$ cat config.mk
export PLATFORM = sky130hd
export DESIGN_NAME = ap_output_collector_flat
export DESIGN_NICKNAME = d
export VERILOG_FILES = /design/src/rtl/ap_output_collector_pkg.sv /design/src/rtl/ap_output_collector_if.sv /design/src/rtl/ap_sync_fifo.sv /design/src/rtl/ap_output_collector.sv /design/src/flat_wrapper.sv
export SDC_FILE = /design/constraint.sdc
export NUM_CORES = 1
export LEC_CHECK = 0
export ABC_AREA = 0
export CORE_MARGIN = 2
export CORE_UTILIZATION = 60
export CTS_CLUSTER_DIAMETER = 100
export DETAILED_ROUTE_END_ITERATION = 8
export HOLD_SLACK_MARGIN = 0.06
export PLACE_DENSITY = 0.81
export SYNTH_ARGS = -nofsm -noshare
export SYNTH_HDL_FRONTEND = slang
export SYNTH_SLANG_ARGS = --single-unit
$ cat constraint.sdc
create_clock -name clk -period 4.5 [get_ports clk]
set_input_delay 1.125 -clock clk [delete_from_list [all_inputs] [get_ports clk]]
set_output_delay 1.125 -clock clk [all_outputs]
set_load 0.01 [all_outputs]
$ cat src/rtl/ap_output_collector_pkg.sv
// rtl/ap_output_collector_pkg.sv - shared widths, state encoding and lane helper
// Purpose: default parameters and the FSM state type for the output collector.
// Lane convention: core i occupies the MSB-first slice, i.e. core 0 is the top byte.
package ap_output_collector_pkg;

  localparam int OUTPORT_DEF = 8;
  localparam int N_CORE_DEF  = 8;
  localparam int ADDR_W_DEF  = 12;
  localparam int LEN_W_DEF   = 12;
  localparam int DEPTH_DEF   = 8;

  typedef enum logic [1:0] {
    ST_IDLE = 2'd0,
    ST_RUN  = 2'd1,
    ST_DONE = 2'd2
  } state_t;

  // LSB position of core `lane` inside a packed lane vector (core 0 is the MSB slice).
  function automatic int lane_lsb(int lane, int lane_w, int n_lanes);
    return (n_lanes - 1 - lane) * lane_w;
  endfunction

endpackage

$ cat src/rtl/ap_output_collector_if.sv
// rtl/ap_output_collector_if.sv - core-result capture bus and memory write port
// Purpose: groups the per-core inputs and the valid/ready write port.
// Signals: in_data/in_en (core results and strobes), wr_valid/wr_ready handshake,
//          wr_addr/wr_data/wr_mask (write request payload).
// master: collector side; slave: environment (cores + output memory).
interface ap_output_collector_if
  import ap_output_collector_pkg::*;
#(
  parameter int outport = OUTPORT_DEF,
  parameter int N_core  = N_CORE_DEF,
  parameter int ADDR_W  = ADDR_W_DEF
) ();

  logic [outport*N_core-1:0] in_data;
  logic [N_core-1:0]         in_en;
  logic                      wr_valid;
  logic                      wr_ready;
  logic [ADDR_W-1:0]         wr_addr;
  logic [outport*N_core-1:0] wr_data;
  logic [N_core-1:0]         wr_mask;

  modport master (
    input  in_data, in_en, wr_ready,
    output wr_valid, wr_addr, wr_data, wr_mask
  );

  modport slave (
    output in_data, in_en, wr_ready,
    input  wr_valid, wr_addr, wr_data, wr_mask
  );

endinterface

$ cat src/rtl/ap_sync_fifo.sv
// rtl/ap_sync_fifo.sv - synchronous FIFO with registered storage head
// Purpose: buffers packed capture words between the cores and the write port.
// Ports: clk, reset (async active-low), push/push_data, pop, head (oldest entry),
//        full, empty. Push while full is accepted when a pop happens in the same cycle.
module ap_sync_fifo #(
  parameter int WIDTH = 8,
  parameter int DEPTH = 8
) (
  input  logic             clk,
  input  logic             reset,
  input  logic             push,
  input  logic [WIDTH-1:0] push_data,
  input  logic             pop,
  output logic [WIDTH-1:0] head,
  output logic             full,
  output logic             empty
);

  localparam int AW = (DEPTH > 1) ? $clog2(DEPTH) : 1;
  localparam int CW = AW + 1;

  logic [WIDTH-1:0] mem [DEPTH];
  logic [AW-1:0]    wr_ptr;
  logic [AW-1:0]    rd_ptr;
  logic [CW-1:0]    count_q;
  logic             do_push;
  logic             do_pop;

  assign empty   = (count_q == '0);
  assign full    = (count_q == CW'(DEPTH));
  assign do_pop  = pop && !empty;
  // A pop frees the slot in the same cycle, so a full FIFO still takes the push.
  assign do_push = push && (!full || do_pop);
  assign head    = mem[rd_ptr];

  // Storage is cleared on reset so the write port shows zeros afterwards.
  always_ff @(posedge clk or negedge reset) begin
    if (!reset) begin
      for (int i = 0; i < DEPTH; i++) mem[i] <= '0;
      wr_ptr  <= '0;
      rd_ptr  <= '0;
      count_q <= '0;
    end else begin
      if (do_push) begin
        mem[wr_ptr] <= push_data;
        wr_ptr      <= wr_ptr + AW'(1);
      end
      if (do_pop) rd_ptr <= rd_ptr + AW'(1);
      count_q <= count_q + CW'(do_push) - CW'(do_pop);
    end
  end

endmodule

$ cat src/rtl/ap_output_collector.sv
// rtl/ap_output_collector.sv - collects per-core results into output-memory writes
// Purpose: packs each strobe cycle into {masked data, lane mask}, buffers it and drains
//          it to the write port at an auto-incrementing address for one framed run.
// Ports: clk, reset (async active-low), start/cfg_base/cfg_len (run framing),
//        bus (master side of the capture/write interface), busy, done (1-cycle pulse),
//        overflow (sticky capture drop).
module ap_output_collector
  import ap_output_collector_pkg::*;
#(
  parameter int outport = OUTPORT_DEF,
  parameter int N_core  = N_CORE_DEF,
  parameter int ADDR_W  = ADDR_W_DEF,
  parameter int LEN_W   = LEN_W_DEF,
  parameter int DEPTH   = DEPTH_DEF
) (
  input  logic               clk,
  input  logic               reset,
  input  logic               start,
  input  logic [ADDR_W-1:0]  cfg_base,
  input  logic [LEN_W-1:0]   cfg_len,
  ap_output_collector_if.master bus,
  output logic               busy,
  output logic               done,
  output logic               overflow
);

  localparam int DW = outport * N_core;
  localparam int WW = DW + N_core;

  state_t            state_q, state_d;
  logic [ADDR_W-1:0] addr_q;
  logic [LEN_W-1:0]  push_left_q;
  logic [LEN_W-1:0]  pop_left_q;
  logic              overflow_q;

  logic [DW-1:0]     masked;
  logic [WW-1:0]     fifo_head;
  logic              fifo_full, fifo_empty;
  logic              in_run, capture, push, drop, pop, accept_start;

  assign in_run       = (state_q == ST_RUN);
  assign accept_start = (state_q == ST_IDLE) && start;
  assign capture      = in_run && (|bus.in_en) && (push_left_q != '0);
  assign pop          = bus.wr_valid && bus.wr_ready;
  assign push         = capture && (!fifo_full || pop);
  assign drop         = capture && !push;

  // Lanes whose strobe is low are zeroed so stale core outputs never reach memory.
  always_comb begin
    masked = '0;
    for (int k = 0; k < N_core; k++) begin
      if (bus.in_en[N_core-1-k])
        masked[lane_lsb(k, outport, N_core) +: outport] = bus.in_data[lane_lsb(k, outport, N_core) +: outport];
    end
  end

  ap_sync_fifo #(
    .WIDTH (WW),
    .DEPTH (DEPTH)
  ) u_fifo (
    .clk       (clk),
    .reset     (reset),
    .push      (push),
    .push_data ({masked, bus.in_en}),
    .pop       (pop),
    .head      (fifo_head),
    .full      (fifo_full),
    .empty     (fifo_empty)
  );

  assign bus.wr_valid = in_run && !fifo_empty;
  assign bus.wr_addr  = addr_q;
  assign bus.wr_data  = fifo_head[WW-1:N_core];
  assign bus.wr_mask  = fifo_head[N_core-1:0];
  assign overflow     = overflow_q;

  always_ff @(posedge clk or negedge reset) begin
    if (!reset) state_q <= ST_IDLE;
    else        state_q <= state_d;
  end

  always_comb begin
    state_d = state_q;
    busy    = 1'b0;
    done    = 1'b0;
    case (state_q)
      ST_IDLE: if (start) state_d = (cfg_len == '0) ? ST_DONE : ST_RUN;
      ST_RUN: begin
        busy = 1'b1;
        if (pop && (pop_left_q == LEN_W'(1))) state_d = ST_DONE;
      end
      ST_DONE: begin
        done    = 1'b1;
        state_d = ST_IDLE;
      end
      default: state_d = ST_IDLE;
    endcase
  end

  always_ff @(posedge clk or negedge reset) begin
    if (!reset) begin
      addr_q      <= '0;
      push_left_q <= '0;
      pop_left_q  <= '0;
      overflow_q  <= 1'b0;
    end else if (accept_start) begin
      addr_q      <= cfg_base;
      push_left_q <= cfg_len;
      pop_left_q  <= cfg_len;
      overflow_q  <= 1'b0;
    end else begin
      if (pop) begin
        addr_q     <= addr_q + ADDR_W'(1);
        pop_left_q <= pop_left_q - LEN_W'(1);
      end
      if (push) push_left_q <= push_left_q - LEN_W'(1);
      if (drop) overflow_q  <= 1'b1;
    end
  end

endmodule

$ cat src/flat_wrapper.sv
// flat-port wrapper written by rule: the top's interface ports become plain ports
module ap_output_collector_flat import ap_output_collector_pkg::*;
#(
  parameter int outport = OUTPORT_DEF,
  parameter int N_core  = N_CORE_DEF,
  parameter int ADDR_W  = ADDR_W_DEF,
  parameter int LEN_W   = LEN_W_DEF,
  parameter int DEPTH   = DEPTH_DEF
)
  (clk, reset, start, cfg_base, cfg_len, busy, done, overflow, bus_in_data, bus_in_en, bus_wr_ready, bus_wr_valid, bus_wr_addr, bus_wr_data, bus_wr_mask);
  ap_output_collector_if #(.outport(outport), .N_core(N_core), .ADDR_W(ADDR_W)) bus_i ();
  input  logic clk;
  input  logic reset;
  input  logic start;
  input  logic [ADDR_W-1:0] cfg_base;
  input  logic [LEN_W-1:0] cfg_len;
  output logic busy;
  output logic done;
  output logic overflow;
  input wire logic [$bits(bus_i.in_data)-1:0] bus_in_data;
  input wire logic [$bits(bus_i.in_en)-1:0] bus_in_en;
  input wire logic [$bits(bus_i.wr_ready)-1:0] bus_wr_ready;
  output wire logic [$bits(bus_i.wr_valid)-1:0] bus_wr_valid;
  output wire logic [$bits(bus_i.wr_addr)-1:0] bus_wr_addr;
  output wire logic [$bits(bus_i.wr_data)-1:0] bus_wr_data;
  output wire logic [$bits(bus_i.wr_mask)-1:0] bus_wr_mask;
  assign bus_i.in_data = bus_in_data;
  assign bus_i.in_en = bus_in_en;
  assign bus_i.wr_ready = bus_wr_ready;
  assign bus_wr_valid = bus_i.wr_valid;
  assign bus_wr_addr = bus_i.wr_addr;
  assign bus_wr_data = bus_i.wr_data;
  assign bus_wr_mask = bus_i.wr_mask;
  ap_output_collector #(.outport(outport), .N_core(N_core), .ADDR_W(ADDR_W), .LEN_W(LEN_W), .DEPTH(DEPTH)) u_core (.clk(clk), .reset(reset), .start(start), .cfg_base(cfg_base), .cfg_len(cfg_len), .bus(bus_i), .busy(busy), .done(done), .overflow(overflow));
endmodule
==> metrics, run 1 <==
Yosys reg bits=625; crit path time final=4.32 ns; Layout Cell Area excl Fill=33600 um2; area grow syn2layout=16.2%; die height=224 um; family with the most delay on the worst path=buffers and inverters; hold path start=u_core.u_fifo.mem[430]$_DFFE_PN0P_; crit-path cells=buf_4 > mux4_2 > mux2_2 > clkdlybuf4s50_1; post-cts resize count=0; Post-Syn Instances=1915; fmax=231 MHz; Pre-antenna DRT Iters=5; met1 Usage GRT=0.375; Critical Setup Path Class=flop to primary output; postcts setup bufs=0; met2 GRT Util=0.448; Ys Warns=0; WL/cell=24.0 um; clock root buffer=clkbuf_16; I/O pin count=188; dpl ws=-0.146 ns; Synth Flop Type=dfrtp_1; peak supply drop=0.549 mV; Syn Nets=2029; GRT overflow=0; worst r2r src=u_core.push_left_q[0]$_DFFE_PN0P_; synthesized area per cell=15.1 um2; CP max-delay cell=dfrtp_4; # port buffers=187; share of cells above drive strength 1=0.393; HPWL after DPL=38.9 mm; sequential share of the synthesized area=0.540; worst min path class=flop to flop; status=completed; DR iter-0 viols=1031; RSZ-0062 raised after global routing=no; Netlist cell types=51; Bufs and invs on worst path=2; Worst Tran Pin Value=0.900 ns; Clock Path Buffers=3; CP Launch Type=flop; PwrDens=793 nW/um2; clk slew on worst S/H paths=0.06 ns; Mapped Area=28900 um2; Tot GR Track Use=0.268; die area=50000 um2; Crit. Startpoint=u_core.u_fifo.rd_ptr[0]$_DFFE_PN0P_; grt peak-use layer=met2; dpl cell area=31600 um2; htree depth=2; met3 Track Usage GR=0.0408; combinational power share=0.435; CTS tree=done; worst stage delay on the critical path=0.76 ns; final max-slew violation count=0; vias per inst=6.22; clock buffer count from CTS=61; sequential power share=0.370; CP max FO=20; largest net degree at the start of global routing=105; max_cap viols=0; final wirelength=64.7 mm; Sink Count=625; Final Power=26.7 mW; setup-violating endpoint count in the final report=0; first-pass GRT wire length=104 mm; final hold vios=0; initial antenna violation count=2; Final period util=0.961; P_leak=15.0 nW; starting density of the core=0.607; switching fraction of total power=0.321; number of global-route vias before repair=18400; NetSw=8.55 mW; worst path arrival time=3.20 ns; share of power burned in the clock network=0.194; Power Internal=18.1 mW; post-route ant nets=0; nets=2150; Final Skew=0.0101 ns; Cell Rows=80; Worst-Skew Late Latency=0.62 ns; global placer's final weighted congestion=0.782; number of synthesized flops with an enable pin=0; Slew HR=0.400; endpoint class of the critical path=primary output; post-synthesis async set-or-reset flop share=1.00; Final WS setup=0.176 ns; Core Region=47600 um2; # DRC=0; Die X-Extent=224 um; CP required=3.38 ns; # hold bufs at CTS=0; vias post-DR=16800
==> placed cells by master (no fill, tap or decap), types with 3 or more instances in the layout <==
master	instances
or3_1	6
clkbuf_1	13
buf_4	29
mux2_1	140
bufinv_16	3
clkdlybuf4s50_1	186
and3_1	4
clkinv_2	8
mux4_2	144
nand4b_1	6
nor3_1	6
a31oi_1	5
buf_12	27
o21ai_0	21
and2_1	64
clkbuf_16	63
o211ai_1	12
dfrtp_1	622
nand3_1	19
ha_1	13
xor2_1	7
a21o_1	3
a21oi_1	7
nand4_1	4
mux2_2	508
dfrtp_4	3
nand3b_1	4
o311ai_0	4
xnor2_1	7
nand2_1	47
clkinvlp_4	3
a221o_1	5
clkbuf_8	19
o31a_1	4
inv_1	14
nor4_1	8
nor2_1	16
==> area by class of cell <==
cell class | count | area [um2]
sequential | 625 | 15700
fill | 3174 | 14000
tap | 615 | 769
antenna | 2 | 5.00
timing repair buffer | 243 | 2640
multi-input combinational | 1089 | 12500
clock buffer | 95 | 1890
clock inverter | 15 | 161
inverter | 16 | 60.1
==> synthesized netlist by cell type, types with 3 or more instances <==
| library cell | count | area (um2) |
|---|---|---|
| ha_1 | 13 | 163 |
| buf_1 | 14 | 52.6 |
| nand3b_1 | 4 | 30.0 |
| mux4_2 | 144 | 3240 |
| nor4_1 | 8 | 50.1 |
| nor3_1 | 6 | 30.0 |
| nor2_1 | 16 | 60.1 |
| inv_1 | 14 | 52.6 |
| mux2_1 | 140 | 1580 |
| o311ai_0 | 4 | 35.0 |
| xnor2_1 | 7 | 61.3 |
| a221o_1 | 5 | 50.1 |
| o211ai_1 | 12 | 90.1 |
| or3_1 | 6 | 37.5 |
| a21o_1 | 3 | 22.5 |
| nand4_1 | 4 | 25.0 |
| clkbuf_1 | 113 | 424 |
| nand4b_1 | 6 | 52.6 |
| o31a_1 | 4 | 35.0 |
| xor2_1 | 7 | 61.3 |
| nand3_1 | 20 | 100 |
| nand2_1 | 47 | 176 |
| dfrtp_1 | 625 | 15600 |
| and3_1 | 4 | 25.0 |
| and2_1 | 64 | 400 |
| buf_2 | 51 | 255 |
| mux2_2 | 508 | 5720 |
| o21ai_0 | 21 | 105 |
| a21oi_1 | 7 | 35.0 |
| a31oi_1 | 5 | 31.3 |
| buf_6 | 7 | 78.8 |
==> power groups by stage <==
stage                     sequential (mW)  combinational (mW)  clock [mW]
after CTS                            9.86                11.8        5.26
after floorplan                      9.21                8.09           0
after global routing                 10.2                12.4        5.50
after global placement               9.69                11.3           0
after detailed placement             9.92                11.7           0
final                                9.88                11.6        5.18
==> final timing paths <==
check,endpoint,slack [ns],cells after the start
setup / recovery,bus_wr_data[61],0.18,4
min in group asynchronous,u_core.bus.wr_addr[4]$_DFFE_PN0P_,0.57,1
hold / removal,u_core.u_fifo.mem[430]$_DFFE_PN0P_,0.49,1
setup reg to reg,u_core.u_fifo.mem[240]$_DFFE_PN0P_,1.05,9
max in group asynchronous,u_core.u_fifo.mem[375]$_DFFE_PN0P_,2.83,3
hold reg to reg,u_core.u_fifo.mem[430]$_DFFE_PN0P_,0.49,1
==> layer usage <==
| layer | vias up | wire [um] |
|---|---|---|
| met1 | 9062 | 28100 |
| li1 | 7248 | - |
| met5 | - | 0 |
| met4 | 0 | 1380 |
| met3 | 94 | 2600 |
| met2 | 389 | 32600 |
==> cell families after synthesis <==
family                     after synthesis  share of synthesized area
muxes                                  792                      0.364
DFF                                    625                      0.540
buffers and inverters                  201                     0.0301
and+or+nand+nor                        198                     0.0380
AOI/OAI and AO/OA                       71                     0.0168
xor gates and xnor gates                14                    0.00424
adders and majority gates               14                    0.00631
==> metrics by stage <==
stage               setup TNS (ns)  hold WS, ns  cells   util
global route                     0        0.495   2699  0.706
global placement             -5.00        0.468   2588  0.663
CTS                              0        0.491   2698  0.706
floorplan                        0        0.452   1915      -
detailed placement           -7.73        0.475   2588  0.663
finish                           0        0.487   2700  0.706
==> sequential cells by signal, indices dropped and copies added, names as in the netlist <==
register / flops
u_core.u_fifo.mem: 576
u_core.bus.wr_addr: 12
u_core.pop_left_q: 12
u_core.push_left_q: 12
u_core.u_fifo.count_q: 4
u_core.u_fifo.rd_ptr: 3
u_core.u_fifo.wr_ptr: 3
u_core.state_q: 2
u_core.overflow: 1
(Power assumes the default switching activity.)
==> run 2, diff against run 1 <==
==> constraint.sdc (replaced) <==
create_clock -name clk -period 5.4 [get_ports clk]
set_input_delay 1.35 -clock clk [delete_from_list [all_inputs] [get_ports clk]]
set_output_delay 1.35 -clock clk [all_outputs]
set_load 0.01 [all_outputs]
==> metrics, run 2 (synthesized netlist as in run 1, its figures left out) <==
post-route ant nets=0 (unchanged); RSZ-0062 raised after global routing=no (unchanged); worst path arrival time=3.17 ns (was 3.20 ns); CP required=4.05 ns (was 3.38 ns); setup-violating endpoint count in the final report=0 (unchanged); Die X-Extent=224 um (unchanged); hold path start=u_core.u_fifo.mem[221]$_DFFE_PN0P_ (was u_core.u_fifo.mem[430]$_DFFE_PN0P_); Core Region=47600 um2 (unchanged); family with the most delay on the worst path=buffers and inverters (unchanged); vias per inst=6.20 (was 6.22); Tot GR Track Use=0.263 (was 0.268); clock buffer count from CTS=66 (was 61); CP max FO=37 (was 20); # fillers=3113 (was 3174); crit-path cells=buf_4 > mux4_2 > mux2_2 > clkdlybuf4s50_1 (unchanged); Sink Count=625 (unchanged); clk slew on worst S/H paths=0.06 ns (about the same); clock root buffer=clkbuf_16 (unchanged); HPWL after DPL=37.7 mm (was 38.9 mm); worst stage delay on the critical path=0.88 ns (was 0.76 ns); Bufs and invs on worst path=2 (unchanged); setup tns final=0 ns (unchanged); worst min path class=flop to flop (unchanged); crit path time final=4.52 ns; Slew HR=0.350 (was 0.400); CTS tree=done (unchanged); # DRC=0 (unchanged); first-pass GRT wire length=102 mm (was 104 mm); initial antenna violation count=3 (was 2); Final period util=0.837; fin cells=2697 (was 2700); number of global-route vias before repair=18500 (was 18400); die height=224 um (unchanged); vias post-DR=16700 (was 16800); GRT overflow=0 (unchanged); commonest non-fill, non-tap cells in the layout=622 x dfrtp_1, 508 x mux2_2, 186 x clkdlybuf4s50_1 (unchanged); final max-slew violation count=0 (unchanged); Pre-antenna DRT Iters=5 (unchanged); final hold vios=0 (unchanged); I/O pin count=188 (unchanged); max reg flops=576 (unchanged); endpoint class of the critical path=primary output (unchanged); area grow syn2layout=15.9% (was 16.2%); Critical Setup Path Class=flop to primary output (unchanged); Worst Tran Pin Value=0.975 ns (was 0.900 ns); Worst-Skew Late Latency=0.59 ns (was 0.62 ns); DR iter-0 viols=1123 (was 1031); peak supply drop=0.472 mV (was 0.549 mV); worst r2r src=u_core.push_left_q[0]$_DFFE_PN0P_ (unchanged); WL/cell=23.5 um (was 24.0 um); # hold bufs at CTS=0 (unchanged); share of cells above drive strength 1=0.391 (was 0.393); status=completed (unchanged); dpl ws=0.654 ns (was -0.146 ns); Largest Register=u_core.u_fifo.mem (unchanged); fmax=221 MHz; Layout Cell Area excl Fill=33600 um2 (about the same); CP Launch Type=flop (unchanged); most common cell after layout, fill and taps aside=dfrtp_1 (unchanged); Crit. Startpoint=u_core.u_fifo.rd_ptr[1]$_DFFE_PN0P_ (was u_core.u_fifo.rd_ptr[0]$_DFFE_PN0P_); Cell Rows=80 (unchanged); die area=50000 um2 (unchanged); P_leak=15.0 nW (about the same); # port buffers=187 (unchanged); Final Skew=0.0189 ns (was 0.0101 ns); Clock Path Buffers=3 (unchanged); final wirelength=63.3 mm (was 64.7 mm); starting density of the core=0.607 (unchanged); htree depth=3 (was 2); placed insts=2581 (was 2588); PwrDens=663 nW/um2 (was 793 nW/um2); postcts setup bufs=0 (unchanged); max_cap viols=0 (unchanged); post-cts resize count=0 (unchanged); largest net degree at the start of global routing=120 (was 105); nets=2148 (was 2150); dpl cell area=31400 um2 (was 31600 um2); WHS=0.486 ns (was 0.487 ns); CP max-delay cell=dfrtp_4 (unchanged); global placer's final weighted congestion=0.814 (was 0.782); Final WS setup=0.883 ns (was 0.176 ns)
-- run 2: final timing paths --
path | endpoint | slack, ns | depth (start not counted)
max | bus_wr_mask[4] | 0.88 | 4
min | u_core.u_fifo.mem[221]$_DFFE_PN0P_ | 0.49 | 1
max reg2reg | u_core.u_fifo.mem[286]$_DFFE_PN0P_ | 2.11 | 9
min reg2reg | u_core.u_fifo.mem[221]$_DFFE_PN0P_ | 0.49 | 1
max in group asynchronous | u_core.u_fifo.mem[550]$_DFFE_PN0P_ | 3.49 | 2
min in group asynchronous | u_core.bus.wr_addr[7]$_DFFE_PN0P_ | 0.86 | 1
-- run 2: metrics by stage --
step	total power, mW	utilization
2_1_floorplan	14.4	-
3_3_place_gp	17.4	0.659
3_5_place_dp	17.9	0.659
4_1_cts	22.4	0.704
5_1_grt	23.4	0.704
6_report	22.2	0.704
-- run 2: power breakdown --
| group | internal [mW] | switching (mW) |
|---|---|---|
| Sequential | 6.89 | 1.35 |
| Combinational | 5.62 | 3.94 |
| Clock | 2.63 | 1.81 |
-- run 2: worst reg2reg max path: cells and delay by family, from the launching register on --
| family | cells | cell delay, ns |
|---|---|---|
| multiplexers | 1 | 0.42 |
| buffers and inverters | 3 | 0.61 |
| AND/OR/NAND/NOR | 4 | 1.51 |
| flip-flops | 1 | 0.42 |
| adder cells (fa/ha/maj) | 1 | 0.22 |
-- run 2: area by class of cell --
type / count / area (um2) / share of cell area
clock buffers: 102 / 2030 / 0.0605
clock inverters: 13 / 100 / 0.00298
multi-input cells: 1089 / 12500 / 0.371
well taps: 615 / 769 / 0.0229
flip-flops and latches: 625 / 15700 / 0.466
repair buffers: 236 / 2480 / 0.0740
inverters: 16 / 60.1 / 0.00179
diodes: 1 / 2.50 / 0.0000746
-- run 2: routing by layer --
| layer | track usage | share of wire | vias to the layer above |
|---|---|---|---|
| li1 | - | - | 7264 |
| met1 | 0.354 | 0.42 | 8986 |
| met2 | 0.449 | 0.51 | 385 |
| met3 | 0.0387 | 0.046 | 92 |
| met4 | 0.0813 | 0.024 | 0 |
| met5 | 0 | 0 | - |
